<file path="src/rtl/umi_fifo_sync.sv">
// Single-clock UMI packet FIFO with occupancy count, almost-full flag and LFSR chaos pushback.
// Latency: a packet written in cycle N is visible at the output in cycle N+1; bypass is zero-cycle.
// Backpressure: umi_in_ready drops when full or when chaos blocks; a read never reopens a full FIFO in the same cycle.
//
// Ports:
//   clk, reset           rising-edge clock, synchronous active-high reset
//   bypass               1: combinational pass-through, FIFO state frozen
//   chaosmode            1: pseudo-random input pushback from a 16-bit LFSR
//   fifo_full/afull/empty/count   status derived from the registered occupancy
//   umi_in_*             input packet channel (valid/ready)
//   umi_out_*            output packet channel (valid/ready), first-word fall-through
module umi_fifo_sync #(
    parameter int          DW    = 256,
    parameter int          DEPTH = 4,
    parameter int          AFULL = 3,
    parameter logic [15:0] SEED  = 16'hACE1
) (
    input  logic                       clk,
    input  logic                       reset,
    input  logic                       bypass,
    input  logic                       chaosmode,
    output logic                       fifo_full,
    output logic                       fifo_afull,
    output logic                       fifo_empty,
    output logic [$clog2(DEPTH):0]     fifo_count,
    input  logic                       umi_in_valid,
    input  logic [DW-1:0]              umi_in_packet,
    output logic                       umi_in_ready,
    output logic                       umi_out_valid,
    output logic [DW-1:0]              umi_out_packet,
    input  logic                       umi_out_ready
);

    localparam int AW = $clog2(DEPTH);
    localparam int CW = AW + 1;

    // Storage and state
    logic [DW-1:0] r_mem [DEPTH];
    logic [AW-1:0] r_wr_ptr;
    logic [AW-1:0] r_rd_ptr;
    logic [CW-1:0] r_count;
    logic [15:0]   r_lfsr;

    // Derived wires
    logic          w_full;
    logic          w_afull;
    logic          w_empty;
    logic          w_chaos_block;
    logic          w_lfsr_fb;
    logic [15:0]   w_lfsr_next;
    logic          w_wr;
    logic          w_rd;

    // Flags come from the registered count only, so no combinational path
    // runs from umi_out_ready to umi_in_ready.
    assign w_full  = (r_count == CW'(DEPTH));
    assign w_afull = (r_count >= CW'(AFULL));
    assign w_empty = (r_count == '0);

    // Fibonacci LFSR, taps 16,14,13,11, shifting toward bit 0.
    assign w_lfsr_fb     = r_lfsr[0] ^ r_lfsr[2] ^ r_lfsr[3] ^ r_lfsr[5];
    assign w_lfsr_next   = {w_lfsr_fb, r_lfsr[15:1]};
    assign w_chaos_block = chaosmode & r_lfsr[0];

    // Status outputs are forced to their reset values while reset is high so
    // they are defined even before the first reset edge has been sampled.
    assign fifo_full  = ~reset & w_full;
    assign fifo_afull = ~reset & w_afull;
    assign fifo_empty = reset | w_empty;
    assign fifo_count = reset ? '0 : r_count;

    always_comb begin
        umi_out_valid  = 1'b0;
        umi_out_packet = r_mem[r_rd_ptr];
        umi_in_ready   = 1'b0;
        if (bypass) begin
            umi_out_valid  = umi_in_valid & ~reset;
            umi_out_packet = umi_in_packet;
            umi_in_ready   = umi_out_ready;
        end else begin
            umi_out_valid  = ~fifo_empty;
            umi_out_packet = r_mem[r_rd_ptr];
            umi_in_ready   = ~fifo_full & ~w_chaos_block;
        end
    end

    // Bypass freezes the FIFO: no pushes, no pops.
    assign w_wr = ~bypass & umi_in_valid & umi_in_ready;
    assign w_rd = ~bypass & umi_out_valid & umi_out_ready;

    // Pointers, occupancy and LFSR
    always_ff @(posedge clk) begin
        if (reset) begin
            r_wr_ptr <= '0;
            r_rd_ptr <= '0;
            r_count  <= '0;
            r_lfsr   <= SEED;
        end else begin
            if (w_wr) begin
                r_wr_ptr <= r_wr_ptr + 1'b1;
            end
            if (w_rd) begin
                r_rd_ptr <= r_rd_ptr + 1'b1;
            end
            r_count <= r_count + CW'(w_wr) - CW'(w_rd);
            if (chaosmode & ~bypass) begin
                r_lfsr <= w_lfsr_next;
            end
        end
    end

    // Packet storage is not reset; contents are meaningless until written.
    always_ff @(posedge clk) begin
        if (w_wr & ~reset) begin
            r_mem[r_wr_ptr] <= umi_in_packet;
        end
    end

    // Occupancy must stay within the array size.
    a_count_bound: assert property (@(posedge clk) disable iff (reset)
        r_count <= CW'(DEPTH));

endmodule
</file>
<file path="config.mk">
export PLATFORM = sky130hd
export DESIGN_NAME = umi_fifo_sync
export DESIGN_NICKNAME = d
export VERILOG_FILES = /design/src/rtl/umi_fifo_sync.sv
export SDC_FILE = /design/constraint.sdc
export NUM_CORES = 1
export LEC_CHECK = 0
export CAP_MARGIN = 40
export CORE_MARGIN = 1.5
export CORE_UTILIZATION = 50
export DETAILED_ROUTE_END_ITERATION = 6
export HOLD_SLACK_MARGIN = 0.02
export PLACE_DENSITY_LB_ADDON = 0.12
export SETUP_SLACK_MARGIN = 0.15
export SLEW_MARGIN = 20
export SYNTH_ARGS = -nofsm -noshare
export SYNTH_HDL_FRONTEND = slang
export SYNTH_SLANG_ARGS = --single-unit
</file>
<file path="constraint.sdc">
create_clock -name clk -period 8.6 [get_ports clk]
set_input_delay 0.86 -clock clk [delete_from_list [all_inputs] [get_ports clk]]
set_output_delay 0.86 -clock clk [all_outputs]
set_load 0.1 [all_outputs]
</file>
Word level (Yosys, flattened, before mapping)

Memories as Yosys holds them, arrays and structs flattened. A register that Yosys moved wholly into a read port is not among the register bits.
Index checks and enable logic that the tools add are counted.

Input bits: 262
Output and inout port bits: 264
Word-level logic and storage cells: 40
Memories: 1
Bits in writable memories: 1,024
Register bits: 23

Memory list:

| memory | words | bits a word | rd ports | clocked after memory_dff | write ports | RTL line | RTL |
|---|---|---|---|---|---|---|---|
| r_mem  | 4     | 256         | 1        | 1                        | 1           | 38       | `logic [DW-1:0] r_mem [DEPTH];` |

Equality and inequality tests: 1
Reductions and logical operators: 1
Add/subtract/negate cells: 4
$lt $le $gt $ge: 1
Multiplexer cells: 8
Bitwise gates (word level): 20

Operators with widths:

| cell                  | count |
|---|---|
| $mux W256             | 1 |
| $and A1 B1 Y1         | 11 |
| $not A1 Y1            | 5 |
| $add A2 B1 Y2 const B | 2 |
| $mux W1               | 4 |
| $mux W2               | 2 |
| $add A3 B1 Y3         | 1 |
| $eq A3 B3 Y1 const B  | 1 |
| $ge A3 B2 Y1 const B  | 1 |
| $logic_not A3 Y1      | 1 |
| $mux W3               | 1 |
| $sub A3 B1 Y3         | 1 |
| $xor A1 B1 Y1         | 3 |
| $or A1 B1 Y1          | 1 |

Longest topological paths before layout

Word-level depth: 9
Depth in mapped cells: 11
Mapped depth without buffers: 10

Worst setup path before layout

Ideal clock, no wire load.

Path kind: input -> register
Start point: in reset
End point: mem r_mem[1][0], enable pin
Data arrival time: 7,580 ps
Required time: 7,951 ps
Path slack: 371 ps
Path buffers: 1
Stages: 4
Setup time: 649 ps
Path through: buf_2 > nor4b_2 > nor4b_1 > and2_1

Cells in the longest elaborated chain, start to end: 9

RTL lines:

| element                       | RTL line | RTL |
|---|---|---|
| from (decl)                   | 19       | `input logic reset,` |
| $not A1 Y1                    | 67       | `assign fifo_full = ~reset & w_full;` |
| $and A1 B1 Y1                 | 67       |  |
| via fifo_full                 | 22       | `output logic fifo_full,` |
| $not A1 Y1                    | 83       | `umi_in_ready = ~fifo_full & ~w_chaos_block;` |
| $and A1 B1 Y1                 | 83       |  |
| $mux W1                       | 76       | `if (bypass) begin` |
| $and A1 B1 Y1                 | 88       | `assign w_wr = ~bypass & umi_in_valid & umi_in_ready;` |
| $and A1 B1 Y1                 | 114      | `if (w_wr & ~reset) begin` |
| $mux W1                       | 114      |  |
| $mux W1 (implied by the code) | 115      | `r_mem[r_wr_ptr] <= umi_in_packet;` |
| to (decl)                     | 38       |  |

The timed path passes the listed nets, and every way through them passes these cells.

==> flow_summary.html <==
<table>
<tr><th>Metric</th><th>Value</th></tr>
<tr><th colspan="2">Floorplan</th></tr>
<tr><td>Horizontal die dimension</td><td>290 um</td></tr>
<tr><td>Initial cell density of the core</td><td>0.504</td></tr>
<tr><td>Area of the core</td><td>0.0820 sq mm</td></tr>
<tr><td>Boundary Pins</td><td>526</td></tr>
<tr><td>Number of rows created at floorplan</td><td>105</td></tr>
<tr><td>Total Die Area</td><td>0.0843 sq mm</td></tr>
<tr><td>Height of the die</td><td>290 um</td></tr>
<tr><th colspan="2">GRT</th></tr>
<tr><td>Via count of the first global-routing pass</td><td>22300</td></tr>
<tr><td>Wire length of the first global-routing pass</td><td>137 mm</td></tr>
<tr><td>Initial antenna violation count</td><td>21</td></tr>
<tr><td>Total congestion overflow after global routing</td><td>0</td></tr>
<tr><td>Overall Global Routing Usage</td><td>0.214</td></tr>
<tr><td>Largest net degree at the start of global routing</td><td>135</td></tr>
<tr><th colspan="2">Timing</th></tr>
<tr><td>Slew Limit Headroom</td><td>0.330</td></tr>
<tr><td>Total negative setup slack</td><td>0 ns</td></tr>
<tr><td>Unrepaired setup endpoints after global routing</td><td>no</td></tr>
<tr><td>Peak clock frequency supported by timing</td><td>208 MHz</td></tr>
<tr><td>Fraction of the cycle the final worst path needs</td><td>0.559</td></tr>
<tr><td>Final setup vio count</td><td>0</td></tr>
<tr><td>Setup Skew</td><td>0.0223 ns</td></tr>
<tr><td>Fin. Hold Viols</td><td>0</td></tr>
<tr><td>Worst hold margin</td><td>0.445 ns</td></tr>
<tr><td>Transition time of the tightest slew-check pin</td><td>1.01 ns</td></tr>
<tr><td>Post-layout minimum cycle time</td><td>4.81 ns</td></tr>
<tr><td>Max-slew violations</td><td>0</td></tr>
<tr><th colspan="2">Hold path</th></tr>
<tr><td>Hold path start</td><td>r_lfsr[4]$_SDFFE_PP0P_</td></tr>
<tr><td>Worst hold-check path type</td><td>flip-flop to flip-flop</td></tr>
<tr><td>Hold Path End</td><td>r_lfsr[3]$_SDFFE_PP0P_</td></tr>
<tr><td>Depth of the worst hold-timing path</td><td>2</td></tr>
<tr><th colspan="2">Critical path</th></tr>
<tr><td>Setup crit end kind</td><td>output pin</td></tr>
<tr><td>Worst-case reg-to-reg path depth</td><td>5</td></tr>
<tr><td>Critical register-to-register path startpoint</td><td>r_count[1]$_SDFF_PP0_</td></tr>
<tr><td>End of the worst register-to-register path</td><td>r_mem[2][120]$_DFFE_PP_</td></tr>
<tr><td>Worst endpoint required time</td><td>7.74 ns</td></tr>
<tr><td>CP dominant cell by count</td><td>sky130_fd_sc_hd__buf_16</td></tr>
<tr><td>CP peak stage delay</td><td>0.60 ns</td></tr>
<tr><td>Top fanout value on the critical path</td><td>104</td></tr>
<tr><td>Crit-path leading delay family</td><td>buffers and inverters</td></tr>
<tr><td>Worst path buffer plus inverter count</td><td>4</td></tr>
<tr><td>Flop-to-flop setup slack</td><td>5.39 ns</td></tr>
<tr><td>Setup CP Type</td><td>flip-flop to output pin</td></tr>
<tr><td>Critical Path, Cell by Cell</td><td>buf_16 &gt; buf_12 &gt; mux4_2 &gt; mux2_2 &gt; clkdlybuf4s50_1 &gt; buf_16</td></tr>
<tr><td>Highest-delay cell along the critical path</td><td>sky130_fd_sc_hd__mux4_2</td></tr>
<tr><td>WP data arrival</td><td>3.95 ns</td></tr>
<tr><td>Startpoint Class</td><td>flip-flop</td></tr>
<tr><th colspan="2">Routing</th></tr>
<tr><td>Wire length per cell after detailed routing</td><td>24.0 um</td></tr>
<tr><td>Post-detailed-route count of antenna-violating nets</td><td>0</td></tr>
<tr><td>Violation count after the first detailed-routing iteration</td><td>1145</td></tr>
<tr><td>Via total after detailed routing</td><td>21000</td></tr>
<tr><td>DR pass1 iterations</td><td>7</td></tr>
<tr><td>Vias per std cell</td><td>5.57</td></tr>
<tr><td>DRC violation count after routing</td><td>0</td></tr>
<tr><td>Post-Route WL</td><td>90.3 mm</td></tr>
<tr><th colspan="2">CTS</th></tr>
<tr><td>Total number of H-tree levels</td><td>3</td></tr>
<tr><td>Number of sinks handled by clock tree synthesis</td><td>1049</td></tr>
<tr><td>TritonCTS clock tree</td><td>built</td></tr>
<tr><td>Worst-path clk slew</td><td>0.06 ns</td></tr>
<tr><td>Total CTS buffers</td><td>105</td></tr>
<tr><td>Clock network latency to the later pin of the worst-skew pair</td><td>0.67 ns</td></tr>
<tr><td>Postcts setup bufs</td><td>0</td></tr>
<tr><td>Number of buffers inserted by hold repair at cts</td><td>0</td></tr>
<tr><td>Maximum root-to-sink buffer count</td><td>3</td></tr>
<tr><td>Buffer type at the clock tree root</td><td>sky130_fd_sc_hd__clkbuf_16</td></tr>
<tr><td>Count of instances resized after the clock tree is built</td><td>0</td></tr>
<tr><th colspan="2">Pwr</th></tr>
<tr><td>Sequential power share</td><td>0.474</td></tr>
<tr><td>Power per cell area</td><td>215 mW/mm^2</td></tr>
<tr><td>Total internal power</td><td>9.00 mW</td></tr>
<tr><td>Power share of the clock group</td><td>0.360</td></tr>
<tr><td>Psw</td><td>3.01 mW</td></tr>
<tr><td>Part of the total power dissipated in combinational logic</td><td>0.166</td></tr>
<tr><td>Static leakage power</td><td>18.2 nW</td></tr>
<tr><td>Pwr Total</td><td>12.0 mW</td></tr>
<tr><td>Net switching fraction of the power</td><td>0.251</td></tr>
<tr><td>Highest ir drop seen on vdd</td><td>175 uV</td></tr>
<tr><th colspan="2">Yosys</th></tr>
<tr><td>Share of flip-flops with an asynchronous set or reset</td><td>0</td></tr>
<tr><td>Post-synthesis instance area</td><td>0.0413 sq mm</td></tr>
<tr><td>Distinct cell type count of the synthesized netlist</td><td>31</td></tr>
<tr><td>Most used flip-flop cell after synthesis</td><td>sky130_fd_sc_hd__edfxtp_1</td></tr>
<tr><td>Fraction of the yosys area taken by sequential cells</td><td>0.757</td></tr>
<tr><td>Avg Inst Size Synth</td><td>23.5 sq um</td></tr>
<tr><td>Number of storage elements in the synthesis netlist</td><td>1049</td></tr>
<tr><td>YS warnings</td><td>0</td></tr>
<tr><td>Number of cells produced by synthesis</td><td>1760</td></tr>
<tr><td>Number of enable flip-flop cells after synthesis</td><td>1024</td></tr>
<tr><td>Nets in the synthesized netlist</td><td>2030</td></tr>
<tr><th colspan="2">Place</th></tr>
<tr><td>Count of port buffers added during placement</td><td>525</td></tr>
<tr><td>Number of cells in the design after placement</td><td>3560</td></tr>
<tr><td>Detailed Place HPWL</td><td>56.1 mm</td></tr>
<tr><td>GP Congestion</td><td>0.749</td></tr>
<tr><th colspan="2">Cells and area</th></tr>
<tr><td>Most common library cell in the layout ignoring fill and taps</td><td>sky130_fd_sc_hd__edfxtp_1</td></tr>
<tr><td>Most frequent cells in the layout</td><td>sky130_fd_sc_hd__edfxtp_1, sky130_fd_sc_hd__clkdlybuf4s50_1, sky130_fd_sc_hd__mux2_2, sky130_fd_sc_hd__mux4_2, sky130_fd_sc_hd__buf_8</td></tr>
<tr><td>Share of layout cells above drive strength 1</td><td>0.360</td></tr>
<tr><td>Final Util</td><td>0.681</td></tr>
<tr><td>Layout-stage area growth over the synthesis result</td><td>35.1%</td></tr>
<tr><td>Post-layout net count</td><td>2869</td></tr>
<tr><td>Fin cells</td><td>3763</td></tr>
<tr><td>Final-layout fill cell count</td><td>5046</td></tr>
<tr><th colspan="2">Status</th></tr>
<tr><td>Run status</td><td>finished, final reports clean</td></tr>
<tr><th colspan="2">Run</th></tr>
<tr><td>Number of violations of the max-capacitance limit</td><td>0</td></tr>
</table>
==> through the flow <==
| step | worst slack [ns] | instance area [sq um] |
|---|---|---|
| after floorplan | 0.371 | 41300 |
| after global placement | 3.89 | 47400 |
| after detailed placement | 4.12 | 52400 |
| after CTS | 3.71 | 55700 |
| after global routing | 3.54 | 55800 |
| final | 3.79 | 55800 |
==> area by class of cell <==
type | instances | area, sq um | share of cell area
multi-input cells | 611 | 9270 | 0.166
clock inverters | 59 | 497 | 0.00890
inverters | 6 | 22.5 | 0.000404
well taps | 1070 | 1340 | 0.0240
flip-flops and latches | 1049 | 31300 | 0.560
diodes | 9 | 22.5 | 0.000404
repair buffers | 826 | 10600 | 0.190
clock buffers | 133 | 2790 | 0.0500
==> registers in the layout, summed over array words and instances, names as in the netlist, named ones only <==
register and count:
r_mem 1024, r_lfsr 16, r_count 3, r_rd_ptr 2
r_wr_ptr 2
==> kinds of logic after synthesis <==
kind of cell | count (synthesis) | share of synthesized area
buffers and inverters | 100 | 0.0191
XOR/XNOR | 4 | 0.000848
flip-flops | 1049 | 0.757
AND/OR/NAND/NOR | 67 | 0.00842
AO/OA/AOI/OAI | 17 | 0.00218
adder cells (fa/ha/maj) | 8 | 0.00261
multiplexers | 515 | 0.210
==> worst min-delay path, stage by stage, from the launching register on <==
cell and delay, ns:
sky130_fd_sc_hd__dfxtp_1 0.31, sky130_fd_sc_hd__nand2_1 0.05, sky130_fd_sc_hd__a21oi_1 0.05
==> Yosys cell counts, types with 2 or more instances <==
cell type	n	area, sq um
sky130_fd_sc_hd__a21o_1	2	15.0
sky130_fd_sc_hd__a21oi_1	11	55.1
sky130_fd_sc_hd__and2_1	4	25.0
sky130_fd_sc_hd__buf_1	40	150
sky130_fd_sc_hd__buf_12	22	440
sky130_fd_sc_hd__buf_2	9	45.0
sky130_fd_sc_hd__buf_6	6	67.6
sky130_fd_sc_hd__clkbuf_1	17	63.8
sky130_fd_sc_hd__dfxtp_1	25	500
sky130_fd_sc_hd__edfxtp_1	1024	30700
sky130_fd_sc_hd__ha_1	7	87.6
sky130_fd_sc_hd__inv_1	6	22.5
sky130_fd_sc_hd__mux2_2	257	2890
sky130_fd_sc_hd__mux2i_1	2	20.0
sky130_fd_sc_hd__mux4_2	256	5770
sky130_fd_sc_hd__nand2_1	30	113
sky130_fd_sc_hd__nand2b_1	4	25.0
sky130_fd_sc_hd__nand3b_1	8	60.1
sky130_fd_sc_hd__nor2_1	8	30.0
sky130_fd_sc_hd__nor2b_1	4	25.0
sky130_fd_sc_hd__nor3_1	2	10.0
sky130_fd_sc_hd__nor3b_1	2	15.0
sky130_fd_sc_hd__o21ai_0	4	20.0
sky130_fd_sc_hd__xnor2_1	3	26.3
==> worst max path at each step <==
stage / start / end / slack (ns) / cells after the start
4_1_cts: flip-flop / umi_out_packet[32] / 3.71 / 6
5_1_grt: flip-flop / umi_out_packet[77] / 3.54 / 6
3_3_place_gp: bypass / r_mem[0][194]$_DFFE_PP_ / 3.89 / 6
2_1_floorplan: reset / r_mem[1][0]$_DFFE_PP_ / 0.37 / 4
6_report: flip-flop / umi_out_packet[62] / 3.79 / 6
3_5_place_dp: bypass / r_mem[0][130]$_DFFE_PP_ / 4.12 / 7
==> layer usage <==
| layer | vias up | wire length (um) | GRT usage |
|---|---|---|---|
| met5 | - | 152 | 0 |
| met2 | 623 | 46300 | 0.356 |
| met4 | 24 | 2110 | 0.0666 |
| met1 | 11000 | 36700 | 0.287 |
| li1 | 9133 | - | - |
| met3 | 154 | 5000 | 0.0446 |
==> power groups by stage <==
stage	clock network [mW]	logic (mW)	registers, mW
final	4.33	2.00	5.69
after global routing	4.62	2.06	5.69
after CTS	4.43	2.01	5.69
after detailed placement	0	2.00	5.79
after global placement	0	1.57	5.80
after floorplan	0	1.16	5.80
(Power assumes the default switching activity.)
